<file path="src/rtl/tl_req_arbiter.sv">
// tl_req_arbiter: round-robin sharing of one TileLink-UL master between two requesters.
// Define ARB_TIMEOUT_EN to build a watchdog that aborts stalled transactions with err=1.
module tl_req_arbiter #(
    parameter int TIMEOUT_CYCLES = 255,
    parameter int CNT_W          = 8
) (
    input  logic        clk,
    input  logic        rst,
    input  logic        req0_wr,
    input  logic        req0_rd,
    input  logic [3:0]  req0_byte,
    input  logic [3:0]  req0_addr,
    input  logic [31:0] req0_wdata,
    output logic        req0_done,
    output logic [31:0] req0_rdata,
    output logic        req0_err,
    input  logic        req1_wr,
    input  logic        req1_rd,
    input  logic [3:0]  req1_byte,
    input  logic [3:0]  req1_addr,
    input  logic [31:0] req1_wdata,
    output logic        req1_done,
    output logic [31:0] req1_rdata,
    output logic        req1_err,
    output logic        m_cpu_wr,
    output logic        m_cpu_rd,
    output logic [3:0]  m_cpu_byte,
    output logic [3:0]  m_cpu_addr,
    output logic [31:0] m_cpu_wdata,
    input  logic        m_cpu_rdata_v,
    input  logic [31:0] m_cpu_rdata,
    input  logic        m_trans_over,
    output logic        owner,
    output logic        busy
);
    typedef enum logic [1:0] {IDLE, WAIT_START, WAIT_DONE, DONE} state_t;

    state_t      state_q, state_d;
    logic        rr_ptr_q, rr_ptr_d;
    logic        owner_q, owner_d;
    logic        busy_q, busy_d;
    logic        op_rd_q, op_rd_d;
    logic        m_wr_q, m_wr_d;
    logic        m_rd_q, m_rd_d;
    logic [3:0]  m_byte_q, m_byte_d;
    logic [3:0]  m_addr_q, m_addr_d;
    logic [31:0] m_wdata_q, m_wdata_d;
    logic [31:0] rdata_q, rdata_d;
    logic        done0_q, done0_d, done1_q, done1_d;
    logic        err0_q, err0_d, err1_q, err1_d;
    logic [31:0] rdata0_q, rdata0_d, rdata1_q, rdata1_d;

    logic        pend0, pend1, winner;
    logic [31:0] rdata_fwd;
    logic        complete, abort, timeout;

    // Marker block: elaborates only for a watchdog limit the counter cannot reach.
    if (TIMEOUT_CYCLES >= (1 << CNT_W)) begin : g_timeout_exceeds_cnt_w
    end

`ifdef ARB_TIMEOUT_EN
    logic [CNT_W-1:0] cnt_q, cnt_d;

    always_comb begin
        cnt_d = cnt_q;
        if (state_q == IDLE) begin
            cnt_d = '0;
        end else if (state_q == WAIT_START || state_q == WAIT_DONE) begin
            cnt_d = cnt_q + 1'b1;
        end
    end

    always_ff @(posedge clk or posedge rst) begin
        if (rst) begin
            cnt_q <= '0;
        end else begin
            cnt_q <= cnt_d;
        end
    end

    assign timeout = (state_q == WAIT_START || state_q == WAIT_DONE) &&
                     (cnt_q == CNT_W'(TIMEOUT_CYCLES));
`else
    assign timeout = 1'b0;
`endif

    assign pend0  = req0_wr | req0_rd;
    assign pend1  = req1_wr | req1_rd;
    assign winner = (pend0 && pend1) ? ~rr_ptr_q : pend1;
    // A beat landing on the completing edge must still reach the requester.
    assign rdata_fwd = (m_cpu_rdata_v && op_rd_q) ? m_cpu_rdata : rdata_q;

    always_comb begin
        state_d   = state_q;
        rr_ptr_d  = rr_ptr_q;
        owner_d   = owner_q;
        op_rd_d   = op_rd_q;
        m_wr_d    = 1'b0;
        m_rd_d    = 1'b0;
        m_byte_d  = m_byte_q;
        m_addr_d  = m_addr_q;
        m_wdata_d = m_wdata_q;
        rdata_d   = rdata_q;
        done0_d   = 1'b0;
        done1_d   = 1'b0;
        err0_d    = err0_q;
        err1_d    = err1_q;
        rdata0_d  = rdata0_q;
        rdata1_d  = rdata1_q;
        complete  = 1'b0;
        abort     = 1'b0;

        case (state_q)
            IDLE: begin
                if (pend0 || pend1) begin
                    state_d  = WAIT_START;
                    owner_d  = winner;
                    rr_ptr_d = winner;
                    if (winner) begin
                        m_wr_d    = req1_wr;
                        m_rd_d    = req1_rd & ~req1_wr;
                        m_byte_d  = req1_byte;
                        m_addr_d  = req1_addr;
                        m_wdata_d = req1_wdata;
                    end else begin
                        m_wr_d    = req0_wr;
                        m_rd_d    = req0_rd & ~req0_wr;
                        m_byte_d  = req0_byte;
                        m_addr_d  = req0_addr;
                        m_wdata_d = req0_wdata;
                    end
                    op_rd_d = m_rd_d;
                end
            end
            WAIT_START: begin
                if (!m_trans_over) begin
                    state_d = WAIT_DONE;
                end else if (timeout) begin
                    abort = 1'b1;
                end
            end
            WAIT_DONE: begin
                if (m_cpu_rdata_v && op_rd_q) begin
                    rdata_d = m_cpu_rdata;
                end
                if (m_trans_over) begin
                    complete = 1'b1;
                end else if (timeout) begin
                    abort = 1'b1;
                end
            end
            default: begin
                state_d   = IDLE;
                m_byte_d  = '0;
                m_addr_d  = '0;
                m_wdata_d = '0;
            end
        endcase

        if (complete || abort) begin
            state_d = DONE;
            if (owner_q) begin
                done1_d = 1'b1;
                err1_d  = abort;
                if (complete && op_rd_q) rdata1_d = rdata_fwd;
            end else begin
                done0_d = 1'b1;
                err0_d  = abort;
                if (complete && op_rd_q) rdata0_d = rdata_fwd;
            end
        end

        busy_d = (state_d != IDLE);
    end

    always_ff @(posedge clk or posedge rst) begin
        if (rst) begin
            state_q   <= IDLE;
            rr_ptr_q  <= 1'b0;
            owner_q   <= 1'b0;
            busy_q    <= 1'b0;
            op_rd_q   <= 1'b0;
            m_wr_q    <= 1'b0;
            m_rd_q    <= 1'b0;
            m_byte_q  <= '0;
            m_addr_q  <= '0;
            m_wdata_q <= '0;
            rdata_q   <= '0;
            done0_q   <= 1'b0;
            done1_q   <= 1'b0;
            err0_q    <= 1'b0;
            err1_q    <= 1'b0;
            rdata0_q  <= '0;
            rdata1_q  <= '0;
        end else begin
            state_q   <= state_d;
            rr_ptr_q  <= rr_ptr_d;
            owner_q   <= owner_d;
            busy_q    <= busy_d;
            op_rd_q   <= op_rd_d;
            m_wr_q    <= m_wr_d;
            m_rd_q    <= m_rd_d;
            m_byte_q  <= m_byte_d;
            m_addr_q  <= m_addr_d;
            m_wdata_q <= m_wdata_d;
            rdata_q   <= rdata_d;
            done0_q   <= done0_d;
            done1_q   <= done1_d;
            err0_q    <= err0_d;
            err1_q    <= err1_d;
            rdata0_q  <= rdata0_d;
            rdata1_q  <= rdata1_d;
        end
    end

    assign req0_done   = done0_q;
    assign req0_rdata  = rdata0_q;
    assign req0_err    = err0_q;
    assign req1_done   = done1_q;
    assign req1_rdata  = rdata1_q;
    assign req1_err    = err1_q;
    assign m_cpu_wr    = m_wr_q;
    assign m_cpu_rd    = m_rd_q;
    assign m_cpu_byte  = m_byte_q;
    assign m_cpu_addr  = m_addr_q;
    assign m_cpu_wdata = m_wdata_q;
    assign owner       = owner_q;
    assign busy        = busy_q;
endmodule

</file>
<file path="config.mk">
export PLATFORM = sky130hd
export DESIGN_NAME = tl_req_arbiter
export DESIGN_NICKNAME = d
export VERILOG_FILES = /design/src/rtl/tl_req_arbiter.sv
export SDC_FILE = /design/constraint.sdc
export NUM_CORES = 1
export LEC_CHECK = 0
export ABC_AREA = 1
export ABC_CLOCK_PERIOD_IN_PS = 9300
export BUFFER_PORTS_ARGS = -buffer_cell sky130_fd_sc_hd__clkbuf_2
export CELL_PAD_IN_SITES_DETAIL_PLACEMENT = 1
export CELL_PAD_IN_SITES_GLOBAL_PLACEMENT = 2
export CORE_MARGIN = 10
export CORE_UTILIZATION = 25
export DETAILED_ROUTE_END_ITERATION = 6
export HOLD_SLACK_MARGIN = 0.05
export PLACE_DENSITY = 0.81
export SYNTH_ARGS = -nofsm -noshare
export SYNTH_HDL_FRONTEND = slang
export SYNTH_SLANG_ARGS = --single-unit
</file>
<file path="constraint.sdc">
create_clock -name clk -period 9.3 [get_ports clk]
set_input_delay 1.395 -clock clk [delete_from_list [all_inputs] [get_ports clk]]
set_output_delay 1.395 -clock clk [all_outputs]
set_load 0.005 [all_outputs]
</file>
==> results.md <==
STA:
- The highest clock frequency the design can meet is 0.392 GHz.
- The actual slew at the worst max-slew pin is between 800 and 900 ps.
- Summed over all failing endpoints, the final setup total negative slack is 0 ps.
- Setup repair after global routing left no endpoint under its margin.
- The worst clock skew is 15.8 ps.
- The final cycle utilization of the critical path is 27.4%.
- The final number of setup-violating endpoints is 0.
- The worst path needs 2550 ps of the cycle, external delays included.
- The count of endpoints failing hold in the final timing report came to 0.
- The worst pin sits at a relative slew slack of between 40 and 50%.
- The final max-slew violation count came to 0.

Worst setup path:
- For the worst setup path, the data required time is 9560 ps.
- Counting cells, the worst reg-to-reg path comes to 7.
- The endpoint arrival time on the critical path is 2810 ps.
- The endpoint of the lowest-slack register-to-register path is req1_rdata[13].
- The sort of element at the end of the critical path is a flip-flop.
- The worst setup path is launched from a flip-flop.
- The maximum fanout along the worst path is 67.
- The worst reg2reg path startpoint is state_q[0].
- Setup slack on the worst reg-to-reg path comes out at 6750 ps.
- The kind of critical path is flip-flop to flip-flop.

Placement:
- The count of buffers added on input and output ports is 229.
- The global placement routability congestion is 0.742.
- The cell count after placement is 1415.
- The half-perimeter wire length after detailed placement is between 15000 and 20000 µm.

Synth:
- The count of distinct cell types in the synthesized netlist is 22.
- The synthesized netlist devotes around 10% of its cell area to compound gates.
- The number of cells produced by synthesis is 878.
- After Yosys synthesis, full adders, half adders and majority gates account for less than 1% of the synthesized area.
- The cell area after synthesis is 6740 µm².
- The simple-gate share of the synthesized area is a little over a fifth.
- Counting flops and latches in the post-synthesis netlist gives 145.
- The average cell area after synthesis is 7.67 µm².
- The combinational family with the most area after synthesis is simple AND/OR/NAND/NOR gates.
- The yosys synthesis warning count is 0.
- The xor and xnor fraction of the mapped netlist area is 0%.
- For this run, the register share of the synthesized area comes to 53.9%.
- The proportion of synthesized area in mux cells is 0%.

Detailed routing:
- The routed layout has 5971 vias.
- The vias per cell is 4.13.
- The starting DRC count in detailed routing is ~230.
- For this run, design rule violations remaining after detail routing come to 0.
- The number of iterations in the first detailed-routing pass is 5.
- The routed length per placed instance is 14.8 µm.
- The number of nets with antenna violations after routing is 0.
- The routed design has about 21000 µm of wire.

Clock tree:
- The post-cts gate resize count is 0.
- The H-tree depth reported by CTS is 4.
- CTS saw 145 sinks.
- The post-CTS setup buffer count is 0.
- The root buffer cell chosen for the clock tree is sky130_fd_sc_hd__clkbuf_16.
- The number of clock buffers inserted by TritonCTS is 17.
- The clock reaches the later pin of the worst-skew pair after between 400 and 500 ps.
- Hold repair after CTS inserted 0 buffers.
- The register clock-pin slew on the reported worst setup and hold paths is around 70 ps.
- The maximum buffer depth of the clock tree is 2.
- The CTS tree is built.

Power and ir drop:
- In this run the power density over the cells is roughly 320 nW/µm².
- The analysis attributes to cell leakage a power of 4.99 nW.
- The peak ir drop on the vdd network is 0.000165 V.

Die:
- During I/O placement, the number of pins put on the boundary was 232.
- The die covers 33900 µm².
- The die extent in x is about 180 µm.
- The floorplan step set the die height to around 180 µm.
- The starting density of the core is 25.2%.
- The core area is ~27000 µm².
- The number of core rows is 60.

Min path:
- The hold-critical path depth is 2.
- For hold timing, the worst endpoint is m_cpu_wdata[27].
- The beginning of the worst hold path is m_cpu_wdata[27].
- The class of the tightest hold or removal check is flip-flop to flip-flop.

Cells and area:
- Relative to the synthesized area, the layout overhead comes to 30.1%.
- In the layout the commonest cells are sky130_fd_sc_hd__nand2_1 (268), sky130_fd_sc_hd__clkbuf_2 (229), sky130_fd_sc_hd__inv_1 (189).
- For this run, the post-layout net count is 1217.
- The total inserted antenna cells is 0.
- Leaving out fill and tap cells, the most frequent cell in the layout is sky130_fd_sc_hd__nand2_1.
- The post-route netlist has 25.6% of its cells at a drive strength greater than 1.
- The count of non-filler cells in the finished layout is 1447.

Run status:
- The run finished with clean final reports.

Global route:
- Global routing consumed, over all layers together, a little over an eighth of the routing resources.
- The first global-routing pass estimated roughly 35000 µm of wire.
- The final global-route overflow total is 0.
- The via count of the first global-routing pass is 6400.
- The number of antenna violations at the first check in global routing was 0.
- Entering global routing, the biggest net connects 84 pins.

Run:
- The tool flagged a number of max-cap violations equal to 0.
## metal layers
layer | vias up | GRT usage, % | part of all wire (%)
li1 | 3035 | - | -
met2 | 170 | 20.3 | 45
met1 | 2761 | 15.9 | 45
met4 | 0 | 2.56 | 0.49
met3 | 5 | 6.52 | 10
met5 | - | 0 | 0
## logic make-up after synthesis
kind of cell / after synthesis
and+or+nand+nor: 358
buffers and inverters: 234
DFF: 145
AOI/OAI and AO/OA: 136
adders and majority gates: 4
other: 1
## power by group
group | internal, mW | switching [mW]
Combinational | 0.389 | 0.660
Clock | 0.382 | 0.314
Sequential | 0.911 | 0.146
## registers in the layout, summed over array words and instances (netlist names), 2 cells and up
name and flops:
req1_rdata 32, state_q 2, rdata_q 32, m_cpu_wdata 32
m_cpu_addr 4, req0_rdata 32, m_cpu_byte 4
## critical path: stages (launching register included)
cell                      delay (ps)
sky130_fd_sc_hd__dfrtp_1         400
sky130_fd_sc_hd__inv_1           120
sky130_fd_sc_hd__ha_2            180
sky130_fd_sc_hd__buf_4           500
sky130_fd_sc_hd__nand2_2         260
sky130_fd_sc_hd__nor3_4          160
sky130_fd_sc_hd__buf_4           540
sky130_fd_sc_hd__o21ai_0         200
## synth_stat cells (all sizes together)
cell	number	share of area (%)
a21oi	36	2.7
buf	25	2.2
clkbuf	18	1.1
conb	1	0.056
dfrtp	145	54
ha	4	0.74
inv	191	11
nand2	270	15
nand3	41	3.0
nor2	45	2.5
nor3	2	0.48
o21ai	100	7.6
## metrics by stage
step                      cell area, µm²  total power [mW]  hold slack [ps]  setup slack [ps]  util, %
final                               8760              2.80              480              6750     32.8
after global routing                8760              3.09              503              6420     32.8
after floorplan                     6740              1.68              471              4010        -
after detailed placement            8180              2.16              465              6210     30.6
after global placement              8180              2.12              462              6240     30.6
after CTS                           8760              2.88              485              6630     32.8
## final cells by class
type | instances | area [µm²]
clock buffers | 17 | 425
flip-flops and latches | 145 | 3630
multi-input cells | 500 | 2180
clock inverters | 15 | 163
fillers | 3329 | 18000
inverters | 191 | 722
repair buffers | 238 | 1210
well taps | 341 | 427
## worst max-delay path by stage
| stage | from | to | slack [ps] |
|---|---|---|---|
| after floorplan | rst | busy | 4010 |
| final | state_q[0] | req1_rdata[13] | 6750 |
| after CTS | state_q[0] | req1_rdata[28] | 6630 |
| after global placement | rst | rdata_q[17] | 6240 |
| after global routing | state_q[0] | req1_rdata[24] | 6420 |
| after detailed placement | rst | rdata_q[17] | 6210 |
(Power assumes the default switching activity.)
